==> config.mk <==
export PLATFORM = sky130hd
export DESIGN_NAME = pipeline_hazard_unit
export DESIGN_NICKNAME = d
export VERILOG_FILES = /design/src/rtl/pipeline_hazard_unit.sv
export SDC_FILE = /design/constraint.sdc
export NUM_CORES = 1
export LEC_CHECK = 0
export ABC_AREA = 0
export ABC_CLOCK_PERIOD_IN_PS = 4400
export CAP_MARGIN = 15
export CORE_MARGIN = 3
export CORE_UTILIZATION = 48
export CTS_BUF_LIST = sky130_fd_sc_hd__clkbuf_8
export DETAILED_ROUTE_END_ITERATION = 16
export GPL_ROUTABILITY_DRIVEN = 0
export PLACE_DENSITY_LB_ADDON = 0.3
export SETUP_SLACK_MARGIN = 0.5
export SLEW_MARGIN = 0
export SYNTH_ARGS = -nofsm -noshare
export SYNTH_HDL_FRONTEND = slang
export SYNTH_SLANG_ARGS = --single-unit
==> constraint.sdc <==
create_clock -name clk -period 4.4 [get_ports clk]
set_input_delay 0.66 -clock clk [delete_from_list [all_inputs] [get_ports clk]]
set_output_delay 0.66 -clock clk [all_outputs]
set_load 0.05 [all_outputs]
==> src/rtl/pipeline_hazard_unit.sv <==
// pipeline_hazard_unit
//   Hazard and flush controller for the pipelined nand_cpu. It drives per-register
//   retain/clear for NUM_STAGES pipeline registers. Index 0 is fetch->decode, and
//   higher indices are older. It also drives the fetch PC override, and it runs a
//   D-cache-miss stall FSM. That FSM remembers a redirect resolved during the stall
//   and replays it after the stall ends. A watchdog flags stalls that last too long.
//
//   State table:
//     ST_RUN      | normal flow; mispredict and predictor redirects act immediately
//     ST_DSTALL   | D-miss outstanding; younger registers frozen, bubble into MEM_STAGE
//     ST_REDIRECT | one-cycle replay of a redirect captured during the stall
//
//   Ports:
//     clk, rst                 clock, asynchronous active-high reset
//     bp_override, bp_target   branch predictor redirect request and target
//     fb_*                     branch resolution (valid, predicted/resolved direction
//                              and target, branch PC)
//     i_cache_miss             I-cache miss this cycle (bubble into register 0)
//     d_cache_miss             level, high while a D-miss is outstanding
//     retain, clear            per-register hold / bubble insert (clear dominates)
//     pc_override, pc_target   fetch redirect
//     fetch_stall              hold the fetch PC
//     stall_timeout            sticky watchdog flag
//     mispredict_count,        saturating performance counters, present only
//     dstall_cycles            when HAZARD_PERF_EN is defined
//
//   Build option: define HAZARD_PERF_EN to add the performance counters.

module pipeline_hazard_unit #(
    parameter int PC_W       = 16,
    parameter int NUM_STAGES = 3,
    parameter int BR_STAGE   = 2,
    parameter int MEM_STAGE  = 2,
    parameter int MAX_STALL  = 255,
    parameter int CNT_W      = 32
) (
    input  logic                  clk,
    input  logic                  rst,
    input  logic                  bp_override,
    input  logic [PC_W-1:0]       bp_target,
    input  logic                  fb_valid,
    input  logic                  fb_predict_taken,
    input  logic                  fb_feedback_taken,
    input  logic [PC_W-1:0]       fb_predict_target,
    input  logic [PC_W-1:0]       fb_feedback_target,
    input  logic [PC_W-1:0]       fb_pc,
    input  logic                  i_cache_miss,
    input  logic                  d_cache_miss,
    output logic [NUM_STAGES-1:0] retain,
    output logic [NUM_STAGES-1:0] clear,
    output logic                  pc_override,
    output logic [PC_W-1:0]       pc_target,
    output logic                  fetch_stall,
    output logic                  stall_timeout
`ifdef HAZARD_PERF_EN
    ,
    output logic [CNT_W-1:0]      mispredict_count,
    output logic [CNT_W-1:0]      dstall_cycles
`endif
);

    localparam int SC_W = (MAX_STALL < 2) ? 1 : $clog2(MAX_STALL + 1);
    localparam logic [SC_W-1:0] STALL_MAX  = SC_W'(MAX_STALL);
    localparam logic [SC_W-1:0] STALL_PRE  = SC_W'(MAX_STALL - 1);

    localparam logic [NUM_STAGES-1:0] ONE         = NUM_STAGES'(1);
    // When BR_STAGE == NUM_STAGES the shift wraps to 0, and the subtraction then yields all ones.
    localparam logic [NUM_STAGES-1:0] BR_MASK     = (ONE << BR_STAGE) - ONE;
    localparam logic [NUM_STAGES-1:0] FREEZE_MASK = (ONE << MEM_STAGE) - ONE;
    localparam logic [NUM_STAGES-1:0] BUBBLE_MASK = ONE << MEM_STAGE;

    typedef enum logic [1:0] {
        ST_RUN      = 2'd0,
        ST_DSTALL   = 2'd1,
        ST_REDIRECT = 2'd2
    } state_t;

    state_t            r_state;
    logic              r_pend_valid;
    logic [PC_W-1:0]   r_pend_target;
    logic [SC_W-1:0]   r_stall_cnt;
    logic              r_stall_timeout;

    logic                  w_mispredict;
    logic [PC_W-1:0]       w_recovery;
    logic [NUM_STAGES-1:0] w_retain;
    logic [NUM_STAGES-1:0] w_clear;
    logic                  w_override;
    logic [PC_W-1:0]       w_target;
    logic                  w_fetch_stall;
    logic                  w_capture;
    logic                  w_run_redirect;

    assign w_mispredict = fb_valid &
                          ((fb_predict_taken != fb_feedback_taken) |
                           (fb_feedback_taken & (fb_predict_target != fb_feedback_target)));
    assign w_recovery   = fb_feedback_taken ? fb_feedback_target : (fb_pc + PC_W'(1));

    always_comb begin
        w_retain       = '0;
        w_clear        = '0;
        w_override     = 1'b0;
        w_target       = '0;
        w_fetch_stall  = 1'b0;
        w_capture      = 1'b0;
        w_run_redirect = 1'b0;

        case (r_state)
            ST_RUN: begin
                if (d_cache_miss) begin
                    w_retain      = FREEZE_MASK;
                    w_clear       = BUBBLE_MASK;
                    w_fetch_stall = 1'b1;
                    if (w_mispredict) begin
                        w_clear   = w_clear | BR_MASK;
                        w_capture = 1'b1;
                    end
                end else if (w_mispredict) begin
                    w_override     = 1'b1;
                    w_target       = w_recovery;
                    w_clear        = BR_MASK;
                    w_run_redirect = 1'b1;
                end else begin
                    w_override = bp_override;
                    w_target   = bp_target;
                end
            end
            ST_DSTALL: begin
                if (d_cache_miss) begin
                    w_retain      = FREEZE_MASK;
                    w_clear       = BUBBLE_MASK;
                    w_fetch_stall = 1'b1;
                    // The branch stays retained in the pipe and keeps reporting; take only its first report.
                    if (w_mispredict && !r_pend_valid) begin
                        w_clear   = w_clear | BR_MASK;
                        w_capture = 1'b1;
                    end
                end
            end
            ST_REDIRECT: begin
                w_override = 1'b1;
                w_target   = r_pend_target;
                if (d_cache_miss) begin
                    w_retain      = FREEZE_MASK;
                    w_clear       = BUBBLE_MASK;
                    w_fetch_stall = 1'b1;
                end
            end
            default: ;
        endcase

        if (i_cache_miss) begin
            w_clear[0] = 1'b1;
        end
    end

    assign retain        = w_retain & ~w_clear;
    assign clear         = w_clear;
    assign pc_override   = w_override;
    assign pc_target     = w_target;
    assign fetch_stall   = w_fetch_stall;
    assign stall_timeout = r_stall_timeout;

    always_ff @(posedge clk or posedge rst) begin
        if (rst) begin
            r_state         <= ST_RUN;
            r_pend_valid    <= 1'b0;
            r_pend_target   <= '0;
            r_stall_cnt     <= '0;
            r_stall_timeout <= 1'b0;
        end else begin
            if (w_capture) begin
                r_pend_valid  <= 1'b1;
                r_pend_target <= w_recovery;
            end

            case (r_state)
                ST_RUN: begin
                    if (d_cache_miss) begin
                        r_state <= ST_DSTALL;
                    end
                end
                ST_DSTALL: begin
                    if (d_cache_miss) begin
                        if (r_stall_cnt != STALL_MAX) begin
                            r_stall_cnt <= r_stall_cnt + SC_W'(1);
                        end
                        if (r_stall_cnt >= STALL_PRE) begin
                            r_stall_timeout <= 1'b1;
                        end
                    end else begin
                        r_stall_cnt <= '0;
                        r_state     <= r_pend_valid ? ST_REDIRECT : ST_RUN;
                    end
                end
                ST_REDIRECT: begin
                    r_pend_valid <= 1'b0;
                    r_state      <= d_cache_miss ? ST_DSTALL : ST_RUN;
                end
                default: begin
                    r_state <= ST_RUN;
                end
            endcase
        end
    end

`ifdef HAZARD_PERF_EN
    logic [CNT_W-1:0] r_mispredict_count;
    logic [CNT_W-1:0] r_dstall_cycles;

    always_ff @(posedge clk or posedge rst) begin
        if (rst) begin
            r_mispredict_count <= '0;
            r_dstall_cycles    <= '0;
        end else begin
            if ((w_capture | w_run_redirect) && !(&r_mispredict_count)) begin
                r_mispredict_count <= r_mispredict_count + CNT_W'(1);
            end
            if (w_fetch_stall && !(&r_dstall_cycles)) begin
                r_dstall_cycles <= r_dstall_cycles + CNT_W'(1);
            end
        end
    end

    assign mispredict_count = r_mispredict_count;
    assign dstall_cycles    = r_dstall_cycles;
`endif

endmodule

# Yosys cells after proc, flatten, opt, wreduce, memory -nomap -nowiden
# Index checks and enable logic that the tools add are counted.
# totals
output_inout_bits	25
register_bits	28
inputBits	72
word_cells	62
# classes
mux	33
bitwise_logic	5
n_lt_le_gt_ge	1
n_addsub	2
n_eq_ne	8
reduce_logical	8
# ops
op	n
$mux W16	3
$pmux W16 S2	1
$add A16 B1 Y16 const B	1
$mux W2	8
$mux W8	2
$ne A16 B16 Y1	1
$mux W1	12
$mux W3	3
$pmux W3 S3	1
$add A8 B1 Y8 const B	1
$ge A8 B8 Y1 const B	1
$ne A8 B8 Y1 const B	1
$pmux W2 S3	1
$ne A2 B2 Y1 const B	2
$pmux W1 S2	2
$reduce_and A2 Y1	2
$and A3 B3 Y3	1
$not A3 Y3	1
$reduce_and A3 Y1	1
$reduce_or A3 Y1	1
$and A1 B1 Y1	2
$eq A2 B1 Y1 const B	1
$eq A2 B2 Y1 const B	1
$logic_not A2 Y1	1
6 further kinds	6

# Longest topological paths before layout
# Gate-level depths: netlist of the first run.
# depth
ltp_word	11
mapped_depth	8
mapped_depth_nobuf	7

# Worst setup path after synthesis of the first run
# No wires, ideal clock.
# synth_timing
path_kind	input to output
start	in fb_predict_target[6]
end	out retain[0]
n_path_buf	1
path_slack_ns	0.732
required_time_ns	3.740
arrival_time_ns	3.008
cell_stages	7
cell_sequence	xnor2_1 nand4_1 or4_4 o221ai_4 buf_6 o21a_1 nor2b_1
# synth_between
elab_chain_len	11
elab_cells_between_ends	14
cone_classes	eq/ne: 1; mux: 7; bitwise: 5; reduce/logical: 1
# synth_rtl
item	line_no	source
start: declaration	44	input logic [PC_W-1:0] fb_predict_target,
$ne A16 B16 Y1 (*)	96	(fb_feedback_taken & (fb_predict_target != fb_feedback_target)));
$and A1 B1 Y1 (*)	96	
$or A1 B1 Y1 (*)	95	((fb_predict_taken != fb_feedback_taken) |
$and A1 B1 Y1 (*)	94	assign w_mispredict = fb_valid &
$logic_and A1 B1 Y1	134	if (w_mispredict && !r_pend_valid) begin
$mux W2	134	
$mux W3	129	if (d_cache_miss) begin
$pmux W3 S3 (*)	108	case (r_state)
$mux W1 (*)	152	if (i_cache_miss) begin
$not A3 Y3 (*)	157	assign retain = w_retain & ~w_clear;
$and A3 B3 Y3 (*)	157	
end: declaration	49	output logic [NUM_STAGES-1:0] retain,
# Mark *: on every way between the ends. The rest lies on a longest branch, timed or not.

# Worst setup path after layout of the first run
# layout_timing
start	in fb_pc[3]
end	out pc_target[12]
# layout_between
elab_chain_len	5
# layout_rtl
item	line_no	source
start: declaration	46	input logic [PC_W-1:0] fb_pc,
$add A16 B1 Y16	97	assign w_recovery = fb_feedback_taken ? fb_feedback_target : (fb_pc + PC_W'(1));
$mux W16	97	
$mux W16	118	end else if (w_mispredict) begin
$mux W16	110	if (d_cache_miss) begin
$pmux W16 S2	108	
end: declaration	52	output logic [PC_W-1:0] pc_target,
# No other way between the ends.

==> results.md, run 1 <==
- Core Region: 4440 um2
- Rel. slew slack: 56.2%
- Hold crit path type: flip-flop to flip-flop
- Worst-path clk slew: 100 ps
- Root Buffer: clkbuf_8
- Post-synthesis area per instance: 8.91 um2
- Area grow syn2layout: 54.6%
- Port bufs: 95
- Worst slew pin tran: 656 ps
- Io pins: 97
- CP max FO: 9
- RSZ-0062 raised after global routing: false
- Req. time, crit path: 3740 ps
- WS Path Type: primary input to output port
- Cell Area, Synth: 2260 um2
- Met2 wire length: 3270 um
- Worst setup path startpoint: fb_pc[3]
- Worst path arrival time: 3060 ps
- Pwr dens: 329 nW/um2
- First-pass GRT wire length: between 10,000 and 15,000 um
- Critical path launch point type: primary input
- Hold path start: stall_timeout
- Antenna violations before repair: 0
- Commonest non-fill, non-tap cell in the layout: clkdlybuf4s50_1
- Yosys cell types: 38
- Vias: 2,182
- Diodes inserted: 0
- Reg area: 701 um2
- Met3 routed WL: between 400 and 500 um
- Max Slew Vio Count: 0
- Routed len/inst: 16.4 um
- Final Hold Viols: 0
- Sink Count: 28
- Post-synth EDFFs: 0
- Fmax: 269 MHz
- Final HPWL DP: 5350 um
- Antenna viol nets, final: 0
- Number of remaining DRC errors: 0
- Dpl cells: roughly 390
- Total grt overflow: 0
- First DRT Iteration DRCs: 93
- Maximum VDD drop: 0.000171 V
- Syn_nets: 329
- Share of the yosys chip area belonging to registers: 31.0%
- Ys flop type: dfrtp_1
- Leakage power: 1.45 nW
- Die width: 74.7 um
- First-pass DRT Iterations: 4
- Layout cells sized above 1: 15.9%
- Die Area: between 5000 and 6000 um2
- Die Ht: 74.7 um
- Outcome: completed
- Worst skew pair latency: 270 ps
- Post-Route WL: around 6500 um
- Num rows: 24
- Net count, final: around 420
- Setup_tns: 0 ps
- Top sig layer: met4
- #FFs+latches synth: 28
- Yosys top cell area share: 31.0%
- Skew final: 3.72 ps
- H-tree Lvls: 1
- Cell Count, Final, Fillers Out: ~400
- Initial core utilization: 50.9%
- Ys async rst share: 100%
- Min cycle time layout: roughly 3700 ps
- CTS buffer count: 3
- Max-cap violation count: 0
- Final setup viols: 0
- DRT met1 WL: 2650 um
- CTS hold repair buffers: 0
- Pin count of the biggest net entering global routing: 30
- Vias in the first global route: 2,211
- Via/cell ratio: about 5.5
- Fill cells: 294
- GRT Resource Usage Total: 24.3%
- CTS tree: yes
- Syn. warnings: 0
- Worst reg2reg path startpoint: r_stall_cnt[2]
- Synth area leaders: dfrtp_1, xnor2_1, mux2i_1, mux2_4, nand2_1
- Clock buffer depth: 2
- Most frequent cells in the layout: clkdlybuf4s50_1, nand2_1, dfrtp_1
- Area occupied by multi-input gates: 1470 um2
- CP endpoint kind: output port
- Cell accounting for the most synthesized area: dfrtp_1
- Period utilization: 84.5%
- Synth Instances: 254
worst max-delay path: stages:
cell,delay (ps)
clkdlybuf4s50_1,590
nand4_1,360
nor4_1,490
xnor2_1,120
o21ai_0,320
mux2i_1,130
o21ai_1,220
buf_12,170
cells by family after synthesis:
kind of cell	after synthesis	synth area share, %
buffers and inverters	19	4.48
XOR/XNOR	37	14.3
adder cells (fa/ha/maj)	3	1.66
multiplexers	36	18.5
AO/OA/AOI/OAI	44	11.3
other	1	0.166
flip-flops	28	31.0
AND/OR/NAND/NOR	86	18.6
timing repair:
item | 4_1_cts | 5_1_grt
gates resized for setup | 0 | 1
pin swaps | 1 | 0
setup buffers | 1 | 0
setup endpoints to repair | 2 | 1
metrics by stage:
step                      power (mW)  hold WS (ps)  worst slack, ps  utilization [%]  instance area [um2]
after floorplan                0.751           481              732                -                 2260
after CTS                       1.15           467              718             78.0                 3460
final                           1.15           461              684             78.7                 3500
after global placement         0.967           441              553             76.5                 3400
after detailed placement       0.987           444              488             76.5                 3400
after global routing            1.21           508              509             78.7                 3500
layout make-up:
cell class | count | area share (%)
Inverter | 6 | 0.644
Multi-Input combinational cell | 207 | 41.9
Timing Repair Buffer | 101 | 34.0
Tap cell | 52 | 1.86
Sequential cell | 28 | 20.0
Clock buffer | 4 | 1.57
power breakdown:
part / internal, mW / switching (mW)
logic: 0.299 / 0.267
clock network: 0.0801 / 0.0799
registers: 0.349 / 0.0750
total: 0.728 / 0.422
synth_stat cells, drive strengths merged, types with 2 or more instances:
| cell type | n |
|---|---|
| clkbuf | 9 |
| xor2 | 10 |
| nor4 | 5 |
| nor2b | 3 |
| inv | 6 |
| dfrtp | 28 |
| nand3 | 9 |
| a21o | 3 |
| xnor2 | 27 |
| o21ai | 32 |
| nand4 | 8 |
| nor3 | 4 |
| buf | 4 |
| nand2b | 2 |
| mux2i | 17 |
| mux2 | 19 |
| ha | 3 |
| nand2 | 35 |
| a21oi | 5 |
| nor2 | 12 |
flip-flops by register name, indices dropped and copies added (netlist names):
name and flops:
r_state 2, r_pend_target 16, stall_timeout 1, r_pend_valid 1, r_stall_cnt 8
per-layer routing:
metal,vias up,global-route usage (%)
li1,1067,-
met1,1005,29.1
met2,93,42.2
met3,17,5.74
met4,0,9.09
met5,-,0
worst paths after layout:
path,end,slack (ps),cells after the start
max,pc_target[12],680,8
min,stall_timeout,460,1
max reg2reg,r_stall_cnt[4],2580,6
min reg2reg,stall_timeout,460,1
max in group asynchronous,r_stall_cnt[7],3400,3
min in group asynchronous,r_pend_target[9],610,2
Note: power is estimated with default switching activity, not from simulation.
==> run 2: changes to the inputs <==
ABC_CLOCK_PERIOD_IN_PS = 3800   (was 4400)
CORE_UTILIZATION = 44   (was 48)
clock period = 3.8 ns   (was 4.4 ns; I/O delays follow)
==> results.md, run 2 (synthesis gave the netlist of run 1 again) <==
- Leakage power: 1.58 nW (was 1.45 nW)
- Skew final: 5.23 ps (was 3.72 ps)
- Max Slew Vio Count: 0 (unchanged)
- Hold path start: stall_timeout (unchanged)
- Most flop-heavy register: r_pend_target (unchanged)
- Area occupied by multi-input gates: 1570 um2 (was 1470 um2)
- Routed len/inst: 17.3 um (was 16.4 um)
- Reg area: 701 um2 (unchanged)
- Worst slack, placed: 274 ps (was 488 ps)
- Vias: 2,289 (was 2,182)
- Design Area, Final: 3720 um2 (was 3500 um2)
- Req. time, crit path: 3230 ps (was 3740 ps)
- Placed inst area: 3440 um2 (was 3400 um2)
- Root Buffer: clkbuf_8 (unchanged)
- Pwr dens: 384 nW/um2 (was 329 nW/um2)
- Largest regs: r_pend_target (16), r_stall_cnt (8), r_state (2) (unchanged)
- Min cycle time layout: approximately 3200 ps
- Worst reg2reg endpoint: r_pend_target[13] (was r_stall_cnt[4])
- Critical path launch point type: primary input (unchanged)
- GRT Resource Usage Total: 23.0% (was 24.3%)
- CP endpoint kind: output port (unchanged)
- First-pass GRT wire length: 11,100 um (was 10,100 um)
- Final setup viols: 0 (unchanged)
- Fill cells: 342 (was 294)
- Vias in the first global route: 2,269 (was 2,211)
- CTS buffer count: 3 (unchanged)
- Core Region: 4850 um2 (was 4440 um2)
- RSZ-0062 raised after global routing: true (was false)
- H-tree Lvls: 1 (unchanged)
- Final worst slack: 600 ps (was 684 ps)
- WS Path Type: primary input to output port (unchanged)
- Net count, final: 429 (was 422)
- Io pins: 97 (unchanged)
- Worst path arrival time: 2630 ps (was 3060 ps)
- Post-layout util: 76.7% (was 78.7%)
- Period utilization: 84.2%
- Antenna violations before repair: 1 (was 0)
- Worst-path clk slew: 100 ps (about the same)
- Hold crit path type: flip-flop to flip-flop (unchanged)
- Maximum VDD drop: 0.000240 V (was 0.000171 V)
- Worst skew pair latency: 280 ps (was 270 ps)
- R2R depth: 4 (was 6)
- Final HPWL DP: 5180 um (was 5350 um)
- Fmax: 312 MHz
- Sink Count: 28 (unchanged)
- Antenna viol nets, final: 0 (unchanged)
- Most frequent cells in the layout: clkdlybuf4s50_1, nand2_1, dfrtp_1 (unchanged)
- CTS hold repair buffers: 0 (unchanged)
- Layout cells sized above 1: 22.4% (was 15.9%)
- Area grow syn2layout: 64.3% (was 54.6%)
- Internal reg-to-reg setup slack: 1710 ps (was 2580 ps)
- Pin count of the biggest net entering global routing: 30 (unchanged)
- Port bufs: 95 (unchanged)
- Via/cell ratio: 5.44 (was 5.48)
- Max-cap violation count: 0 (unchanged)
- Rel. slew slack: 47.7% (was 56.2%)
- Commonest non-fill, non-tap cell in the layout: clkdlybuf4s50_1 (unchanged)
- CTS tree: yes (unchanged)
- Post-Route WL: 7270 um (was 6530 um)
- Hold Crit Endpoint: stall_timeout (unchanged)
- Final Hold Viols: 0 (unchanged)
- Clock buffer depth: 2 (unchanged)
- Worst reg2reg path startpoint: r_state[0] (was r_stall_cnt[2])
- Total grt overflow: 0 (unchanged)
- Die width: 77.7 um (was 74.7 um)
- CP max FO: 5 (was 9)
- Hold Path Depth: 1 (unchanged)
- Die Ht: 77.7 um (was 74.7 um)
- Max reg flops: 16 (unchanged)
- Outcome: completed (unchanged)
- First-pass DRT Iterations: 4 (unchanged)
- Worst slew pin tran: 784 ps (was 656 ps)
- Number of remaining DRC errors: 0 (unchanged)
- Setup_tns: 0 ps (unchanged)
- Initial core utilization: 46.7% (was 50.9%)
- Num rows: 25 (was 24)
- Die Area: 6040 um2 (was 5570 um2)
- First DRT Iteration DRCs: 147 (was 93)
==> run 2: worst max-delay path by stage <==
stage | endpoint | slack, ps | cells past startpoint | start
final | pc_target[8] | 600 | 9 | fb_pc[0]
after global routing | pc_target[8] | 460 | 9 | fb_pc[0]
after CTS | pc_target[6] | 500 | 9 | fb_feedback_taken
after detailed placement | pc_target[9] | 270 | 9 | fb_feedback_target[6]
after global placement | pc_target[13] | 340 | 9 | fb_feedback_target[5]
after floorplan | retain[0] | 530 | 7 | fb_predict_target[6]
==> run 2: layout make-up <==
type | count | share of cell area [%]
sequential | 28 | 18.8
clock inverter | 1 | 0.808
clock buffer | 3 | 1.11
multi-input combinational | 207 | 42.1
tap | 67 | 2.26
inverter | 6 | 0.606
antenna | 1 | 0.0673
timing repair buffer | 108 | 34.2
==> run 2: critical path, cell delays in order <==
cell,delay (ps)
clkdlybuf4s50_1,550
ha_1,250
nand2_1,180
nor3_1,210
xnor2_1,120
o21ai_1,240
mux2i_1,110
o21ai_1,230
buf_12,180
==> run 2: stage by stage <==
| stage | std cells | total power [mW] | hold WS, ps |
|---|---|---|---|
| final | 421 | 1.43 | 468 |
| after global placement | 408 | 1.12 | 444 |
| after CTS | 419 | 1.40 | 471 |
| after global routing | 421 | 1.49 | 497 |
| after floorplan | 254 | 0.872 | 481 |
| after detailed placement | 408 | 1.14 | 448 |
==> run 2: metal layers <==
| metal | wire (um) | GRT usage [%] | up-vias |
|---|---|---|---|
| met5 | 0 | 0 | - |
| met3 | 517 | 6.96 | 10 |
| met2 | 3710 | 42.0 | 82 |
| li1 | - | - | 1087 |
| met4 | 110 | 4.27 | 0 |
| met1 | 2940 | 26.5 | 1110 |
==> run 2: timing repair <==
action,in CTS,in global routing
buffers inserted,6,0
gates resized for setup,44,20
endpoints found under the hold margin,0,0
pin swaps,15,5
endpoints found under the setup margin,17,19
gates cloned,1,0
==> run 2: where the power goes <==
part	switching (mW)	internal [mW]	total [mW]	leakage, nW
sequential	0.0926	0.404	0.496	0.347
combinational	0.331	0.360	0.691	1.20
clock	0.0988	0.141	0.240	0.0357
total	0.522	0.905	1.43	1.58
==> run 3: changes to the inputs <==
ABC_CLOCK_PERIOD_IN_PS = 3000   (was 3800)
clock period = 3 ns   (was 3.8 ns; I/O delays follow)
==> results.md, run 3 (synthesis gave the netlist of run 1 again) <==
- GRT Resource Usage Total: 28.7% (was 23.0%)
- H-tree Lvls: 1 (unchanged)
- RSZ-0062 raised after global routing: true (unchanged)
- Commonest non-fill, non-tap cell in the layout: clkdlybuf4s50_1 (unchanged)
- Number of remaining DRC errors: 0 (unchanged)
- Placed inst area: 3730 um2 (was 3440 um2)
- Net count, final: 454 (was 429)
- Most frequent cells in the layout: clkdlybuf4s50_1, nand2_1, dfrtp_1 (unchanged)
- Routed len/inst: 20.6 um (was 17.3 um)
- Sink Count: 28 (unchanged)
- DRT met1 WL: 3190 um (was 2940 um)
- CTS tree: yes (unchanged)
- Port bufs: 95 (unchanged)
- Leakage power: 1.84 nW (was 1.58 nW)
- Design Area, Final: 4360 um2 (was 3720 um2)
- CP max FO: 5 (unchanged)
- Reg power frac: 31.5% (was 34.8%)
- Hold crit path type: flip-flop to flip-flop (unchanged)
- Max Slew Vio Count: 0 (unchanged)
- WS Path Type: primary input to output port (unchanged)
- Worst-path clk slew: 110 ps (was 100 ps)
- Final HPWL DP: 5480 um (was 5180 um)
- Initial core utilization: 46.7% (unchanged)
- Final setup viols: 0 (unchanged)
- Root Buffer: clkbuf_8 (unchanged)
- Top sig layer: met4 (unchanged)
- Fmax: between 300 and 400 MHz
- Comb pwr share: 53.0% (was 48.4%)
- CTS buffer count: 3 (unchanged)
- Final Hold Viols: 0 (unchanged)
- Post-Route WL: 9230 um (was 7270 um)
- Num rows: 25 (unchanged)
- Total chip power: 2.03 mW (was 1.43 mW)
- Pin count of the biggest net entering global routing: 30 (unchanged)
- Die width: 77.7 um (unchanged)
- Die Area: 6040 um2 (unchanged)
- Sw frac: 38.3% (was 36.6%)
- Skew final: 13.1 ps (was 5.23 ps)
- Worst slack, placed: -235 ps (was 274 ps)
- Hold Path Depth: 1 (unchanged)
- Worst path arrival time: 2520 ps (was 2630 ps)
- Period utilization: just under 100%
- Req. time, crit path: 2550 ps (was 3230 ps)
- Largest regs: r_pend_target (16), r_stall_cnt (8), r_state (2) (unchanged)
- Area grow syn2layout: 92.6% (was 64.3%)
- Met2 wire length: 5000 um (was 3710 um)
- Core Region: 4850 um2 (unchanged)
- Fin Hold WS: 479 ps (was 468 ps)
- First DRT Iteration DRCs: 192 (was 147)
- Die Ht: 77.7 um (unchanged)
- First-pass DRT Iterations: 4 (unchanged)
- Internal: 1.25 mW (was 905 uW)
- R2R depth: 6 (was 4)
- Max-cap violation count: 0 (unchanged)
- Setup_tns: 0 ps (unchanged)
- Antenna viol nets, final: 0 (unchanged)
- Maximum VDD drop: 0.000343 V (was 0.000240 V)
- Via/cell ratio: 5.69 (was 5.44)
- Total grt overflow: 0 (unchanged)
- Critical path launch point type: primary input (unchanged)
- Met3 routed WL: 630 um (was 517 um)
- Rel. slew slack: 64.5% (was 47.7%)
- Final worst slack: 34.8 ps (was 600 ps)
- Clock share of power: 15.5% (was 16.8%)
- Most flop-heavy register: r_pend_target (unchanged)
- Layout cells sized above 1: 43.4% (was 22.4%)
- Min cycle time layout: 2970 ps
- Vias in the first global route: 2,630 (was 2,269)
- Worst skew pair latency: 290 ps (was 280 ps)
- Outcome: completed (unchanged)
- P_sw: 776 uW (was 522 uW)
- Clock buffer depth: 2 (unchanged)
- Antenna violations before repair: 1 (unchanged)
- CP endpoint kind: output port (unchanged)
- Vias: 2,545 (was 2,289)
- Max reg flops: 16 (unchanged)
- Worst slew pin tran: 532 ps (was 784 ps)
- Pwr dens: 465 nW/um2 (was 384 nW/um2)
- First-pass GRT wire length: 13,500 um (was 11,100 um)
- Io pins: 97 (unchanged)
==> run 3: changes by cell type in the layout (fill, tap and decap cells not counted), sizes merged <==
| cell | change |
|---|---|
| clkdlybuf4s15 | +4 |
| dlygate4sd2 | -24 |
| clkdlybuf4s50 | -5 |
| clkbuf | -2 |
| buf | +50 |
| diode | +1 |
| dlymetal6s2s | +2 |
==> run 3: power groups by stage <==
| stage | registers [mW] | logic (mW) | clock network (mW) |
|---|---|---|---|
| CTS | 0.622 | 1.00 | 0.305 |
| global placement | 0.613 | 0.882 | 0 |
| floorplan | 0.586 | 0.566 | 0 |
| global route | 0.658 | 1.13 | 0.334 |
| finish | 0.639 | 1.07 | 0.314 |
| detailed placement | 0.624 | 0.905 | 0 |
==> run 3: area by class of cell <==
| type | instances | area (um2) |
|---|---|---|
| repair buffers | 133 | 1530 |
| diodes | 2 | 5.00 |
| clock inverters | 1 | 30.0 |
| well taps | 67 | 83.8 |
| multi-input cells | 207 | 1940 |
| flip-flops and latches | 28 | 701 |
| clock buffers | 3 | 41.3 |
| inverters | 6 | 22.5 |
| fillers | 194 | 490 |
==> run 3: final timing paths <==
check / end / from / slack [ps]
worst min register to register: stall_timeout / stall_timeout / 480
worst max register to register: r_stall_cnt[4] / r_stall_cnt[2] / 1110
worst min-delay path: stall_timeout / stall_timeout / 480
max in group asynchronous: r_pend_target[5] / rst / 2160
worst max-delay path: pc_target[11] / fb_predict_target[12] / 30
min in group asynchronous: r_stall_cnt[5] / rst / 540
==> run 3: what timing repair did <==
item	in CTS	in global routing
resized for setup	163	22
pin swaps	25	11
hold buffers	0	0
cloned	3	1
setup buffers	10	3
endpoints found under the setup margin	39	23
==> run 3: routing by layer <==
metal / vias to the layer above / track usage (%)
li1: 1140 / -
met1: 1239 / 30.9
met2: 133 / 55.3
met3: 33 / 6.15
met4: 0 / 8.19
met5: - / 0
==> run 3: per-stage QoR <==
step,utilization (%),std cells
4_1_cts,86.6,441
3_3_place_gp,76.9,424
5_1_grt,89.9,447
3_5_place_dp,76.9,424
6_report,89.9,447
2_1_floorplan,-,254
==> run 3: worst max-delay path: stages <==
cell,delay [ps]
buf_2,110
xnor2_1,170
nand4_1,120
or4_4,560
o221ai_4,210
buf_6,170
buf_12,110
buf_16,120
mux2i_1,230
o21ai_2,100
buf_12,150
